<file path="config.mk">
export PLATFORM = sky130hd
export DESIGN_NAME = vga_sync_gen
export DESIGN_NICKNAME = d
export VERILOG_FILES = /design/src/rtl/vga_sync_gen.sv
export SDC_FILE = /design/constraint.sdc
export NUM_CORES = 1
export LEC_CHECK = 0
export ABC_CLOCK_PERIOD_IN_PS = 1960
export BUFFER_PORTS_ARGS = -buffer_cell sky130_fd_sc_hd__clkbuf_2
export CELL_PAD_IN_SITES_DETAIL_PLACEMENT = 0
export CELL_PAD_IN_SITES_GLOBAL_PLACEMENT = 1
export CORE_MARGIN = 2
export CORE_UTILIZATION = 36
export CTS_CLUSTER_SIZE = 10
export DETAILED_ROUTE_END_ITERATION = 7
export GPL_TIMING_DRIVEN = 0
export PLACE_DENSITY_LB_ADDON = 0.1
export SKIP_LAST_GASP = 1
export SYNTH_ARGS = -nofsm -noshare
export SYNTH_HDL_FRONTEND = slang
export SYNTH_SLANG_ARGS = --single-unit
export TNS_END_PERCENT = 100
</file>
<file path="constraint.sdc">
create_clock -name Clk -period 1.96 [get_ports Clk]
set_input_delay 0.392 -clock Clk [delete_from_list [all_inputs] [get_ports Clk]]
set_output_delay 0.392 -clock Clk [all_outputs]
set_load 0.01 [all_outputs]
</file>
<file path="src/rtl/vga_sync_gen.sv">
// vga_sync_gen: 640x480@60 VGA timing from a DivClk-derived pixel strobe (Clk domain); `define VGA_SYNC_FRAME_TICK_EN adds frame_tick
module vga_sync_gen #(
  parameter int H_DISPLAY = 640,
  parameter int H_FRONT   = 16,
  parameter int H_SYNC    = 96,
  parameter int H_BACK    = 48,
  parameter int V_DISPLAY = 480,
  parameter int V_FRONT   = 10,
  parameter int V_SYNC    = 2,
  parameter int V_BACK    = 33
) (
  input  logic       Clk,
  input  logic       reset,
  input  logic       DivClk,
  output logic       p_tick,
  output logic       hsync,
  output logic       vsync,
  output logic       video_on,
  output logic [9:0] pixel_x,
  output logic [9:0] pixel_y
`ifdef VGA_SYNC_FRAME_TICK_EN
  ,
  output logic       frame_tick
`endif
);
  localparam logic [9:0] H_LAST = 10'(H_DISPLAY + H_FRONT + H_SYNC + H_BACK - 1);
  localparam logic [9:0] V_LAST = 10'(V_DISPLAY + V_FRONT + V_SYNC + V_BACK - 1);
  localparam logic [9:0] H_VIS  = 10'(H_DISPLAY);
  localparam logic [9:0] V_VIS  = 10'(V_DISPLAY);
  localparam logic [9:0] HS_LO  = 10'(H_DISPLAY + H_FRONT);
  localparam logic [9:0] HS_HI  = 10'(H_DISPLAY + H_FRONT + H_SYNC - 1);
  localparam logic [9:0] VS_LO  = 10'(V_DISPLAY + V_FRONT);
  localparam logic [9:0] VS_HI  = 10'(V_DISPLAY + V_FRONT + V_SYNC - 1);
  logic       r_div_q;
  logic       r_started;
  logic       w_h_end;
  logic       w_v_end;
  logic [9:0] w_h_nxt;
  logic [9:0] w_v_nxt;
  assign w_h_end = pixel_x == H_LAST;
  assign w_v_end = pixel_y == V_LAST;
  assign w_h_nxt = p_tick ? (w_h_end ? 10'd0 : pixel_x + 10'd1) : pixel_x;
  assign w_v_nxt = (p_tick && w_h_end) ? (w_v_end ? 10'd0 : pixel_y + 10'd1) : pixel_y;
  always_ff @(posedge Clk) begin
    if (reset) begin
      r_div_q   <= 1'b0;
      p_tick    <= 1'b0;
      r_started <= 1'b0;
      pixel_x   <= 10'd0;
      pixel_y   <= 10'd0;
      hsync     <= 1'b1;
      vsync     <= 1'b1;
      video_on  <= 1'b0;
    end else begin
      r_div_q   <= DivClk;
      p_tick    <= DivClk & ~r_div_q;
      r_started <= r_started | p_tick;
      pixel_x   <= w_h_nxt;
      pixel_y   <= w_v_nxt;
      hsync     <= !(w_h_nxt >= HS_LO && w_h_nxt <= HS_HI);
      vsync     <= !(w_v_nxt >= VS_LO && w_v_nxt <= VS_HI);
      video_on  <= (w_h_nxt < H_VIS) && (w_v_nxt < V_VIS) && (r_started || p_tick);
    end
  end
`ifdef VGA_SYNC_FRAME_TICK_EN
  always_ff @(posedge Clk)
    frame_tick <= reset ? 1'b0 : p_tick && w_h_end && w_v_end;
`endif
endmodule

</file>
==> impl_metrics.env <==
export IMPL_status="finished, violations left"
export IMPL_failed_checks="negative setup slack"
export IMPL_crit_chain="ha_4, nand4b_1, or3_4, buf_6, a211o_1, a211oi_4, nand4_1"
export IMPL_yosys_area_top_type="dfxtp_1"
export IMPL_worstMarginPinSlew_ns=0.567
export IMPL_cp_end_kind="flip-flop"
export IMPL_grtUsageTotal_pct=18.7
export IMPL_port_buffers=26
export IMPL_routed_wl_um=4070
export IMPL_timing_fmax_ghz=0.493
export IMPL_avgSynthCellArea_sq_um=8.10
export IMPL_synth_area_leaders="dfxtp_1, a21oi_1, nor2_1"
export IMPL_place_area_sq_um=1650
export IMPL_dr_wl_met2_um=2020
export IMPL_grt_overflow_total=0
export IMPL_fp_dieArea_sq_um=4550
export IMPL_wl_met1_um=1850
export IMPL_ff2ff_setup_slack_ns=-0.07
export IMPL_startpoint="pixel_x[1]"
export IMPL_clkLatencyLatePin_ns=0.28
export IMPL_drt_iter0_drc=70
export IMPL_synthCells=179
export IMPL_syn_area_sq_um=1450
export IMPL_drive_above_1_share_pct=32.3
export IMPL_syn_to_final_growth_pct=32.3
export IMPL_critical_path_buf_inv_count=1
export IMPL_grt_pass1_wl_um=6430
export IMPL_hold_path_class="in2reg"
export IMPL_wl_per_cell_um=15.1
export IMPL_grt_max_degree=15
export IMPL_critPathKind="reg2reg"
export IMPL_clock_sinks=26
export IMPL_holdWs_ns=0.343
export IMPL_r2r_cells=7
export IMPL_rsz0062_at_grt="yes"
export IMPL_vias=1455
export IMPL_final_cell_mix="clkbuf_2, dfxtp_1, nor2_1, buf_4, a21oi_1"
export IMPL_via_per_inst=5.39
export IMPL_max_slew_margin_pct=62.2
export IMPL_finalHoldViolCount=0
export IMPL_cts_hold_buffers=0
export IMPL_ys_ff_latch=26
export IMPL_insertedDiodeCount=0
export IMPL_coreArea_sq_um=3940
export IMPL_cts_root_buf="clkbuf_8"
export IMPL_timing_rr_start="pixel_x[1]"
export IMPL_ir_drop_v=0.000217
export IMPL_cp_slowest_cell="or3_4"
export IMPL_yosysWarnings=0
export IMPL_cp_start_kind="flip-flop"
export IMPL_arrival_ns=2.18
export IMPL_cts_tree="yes"
export IMPL_min_period_ns=2.03
export IMPL_met3_wirelength_um=127
export IMPL_pwr_density_cell_nw_per_um2=485
export IMPL_antenna_found_initial=0
export IMPL_grt_pass1_vias=1343
export IMPL_cts_inserted_buffers=3
export IMPL_syn_num_nets=185
export IMPL_crit_path_max_fanout=3
export IMPL_yosysSeqAreaShare_pct=35.9
export IMPL_crit_path_end="vsync"
export IMPL_rows=23
export IMPL_dr_pass1_iters=4
export IMPL_die_w_um=67.5
export IMPL_fin_nets=227
export IMPL_maxCapViolations=0
export IMPL_drc=0
export IMPL_finalSetupViolations=3
export IMPL_die_y_um=67.5
export IMPL_hpwlAfterDp_um=2780
export IMPL_synth_top_cell_area_share_pct=35.9
export IMPL_crit_cells=7
export IMPL_critPathMaxStageDelay_ns=0.41
export IMPL_gp_congestion=0.873
export IMPL_ctsHtreeMaxLevel=1
export IMPL_ys_types=42
export IMPL_skew_ns=0.00895
export IMPL_mostFrequentLayoutCell="clkbuf_2"
export IMPL_fin_ws_ns=-0.0668
export IMPL_r2r_end="vsync"
export IMPL_ant_nets=0
export IMPL_critPathTopFamily="simple AND/OR/NAND/NOR gates"
export IMPL_dr_max_layer_used="met4"
export IMPL_slew_violations=0
export IMPL_cts_buffer_depth=2
export IMPL_initial_core_util_pct=36.8
export IMPL_ios=27
export IMPL_period_share_pct=103
export IMPL_fin_area_sq_um=1920
export IMPL_p_leak_nw=0.708
export IMPL_clkSlewWorstSetupHoldPaths_ns=0.10
export IMPL_worstPathRequired_ns=2.11
-- final cells by class --
type / count / area [sq um]
Multi-Input combinational cell: 135 / 941
Inverter: 5 / 18.8
Buffer: 10 / 53.8
Sequential cell: 26 / 539
Fill cell: 405 / 2020
Timing Repair Buffer: 40 / 248
Clock buffer: 4 / 55.1
Tap cell: 50 / 62.6
-- cell usage after synthesis, drive strengths merged --
library cell and number:
clkbuf 8, xor2 3, buf 5, dfxtp 26
nand4bb 1, nand4 9, nor3 11, xnor2 6
nor3b 1, o311ai 1, o2111ai 1, nor4b 1
or4 3, nand2b 4, nor4bb 2, and4 1
nor4 3, a2111o 1, nand2 13, o21ai 7
a211o 1, a32o 1, o21ba 1, a31oi 3
ha 3, nand3 7, o21bai 1, and2 1
nand3b 3, nor2b 3, or3 2, and3 5
nor2 16, mux2i 3, a211oi 1, nand4b 1
inv 5, o2bb2ai 1, a21oi 14
-- per-layer routing --
layer / GRT usage (%) / vias to the layer above
met1: 24.3 / 690
li1: - / 728
met4: 7.91 / 0
met3: 2.17 / 8
met5: 0 / -
met2: 31.1 / 29
-- worst register-to-register path: stages, from the launching register on --
cell and delay, ns:
dfxtp_4 0.37, ha_4 0.13, nand4b_1 0.13, or3_4 0.41, buf_6 0.13, a211o_1 0.31, a211oi_4 0.31, nand4_1 0.12
-- worst min path at each step --
stage | from | end | slack [ns] | cells after the start
5_1_grt | reset | r_started | 0.34 | 2
6_report | reset | r_started | 0.34 | 2
3_5_place_dp | r_div_q | p_tick | 0.39 | 1
2_1_floorplan | r_div_q | p_tick | 0.37 | 1
3_3_place_gp | r_div_q | p_tick | 0.37 | 1
4_1_cts | reset | r_started | 0.35 | 2
-- registers in the layout, indices dropped and copies added, names as in the netlist --
signal,flops
pixel_x,10
pixel_y,10
hsync,1
p_tick,1
r_div_q,1
r_started,1
video_on,1
vsync,1
-- cells by family after synthesis --
group	share of synthesized area, %
buffers and inverters	5.44
muxes	2.07
and+or+nand+nor	34.4
AOI/OAI and AO/OA	14.2
adders and majority gates	2.59
xor gates and xnor gates	5.44
DFF	35.9
-- timing repair --
action / 4_1_cts / 5_1_grt
buffers inserted: 4 / 11
pin swaps: 3 / 11
endpoints found under the setup margin: 11 / 10
gates resized for setup: 19 / 8
-- power by group --
part	leakage (nW)	switching [W]	internal, W	total [W]
Combinational	0.464	0.0000219	0.0000147	0.0000366
Sequential	0.216	0.00000535	0.000532	0.000537
Clock	0.0288	0.000176	0.000180	0.000356
Total	0.708	0.000203	0.000727	0.000930
-- metrics by stage --
stage	setup slack (ns)	TNS, ns	std cells	utilization, %	power (W)
2_1_floorplan	-0.000286	-0.000286	179	-	0.000570
3_3_place_gp	-0.243	-1.25	255	42.0	0.000584
3_5_place_dp	-0.259	-1.57	255	42.0	0.000585
4_1_cts	-0.0146	-0.0146	261	45.4	0.000939
5_1_grt	-0.137	-0.439	270	48.7	0.000972
6_report	-0.0668	-0.153	270	48.7	0.000930
(Power assumes the default switching activity.)
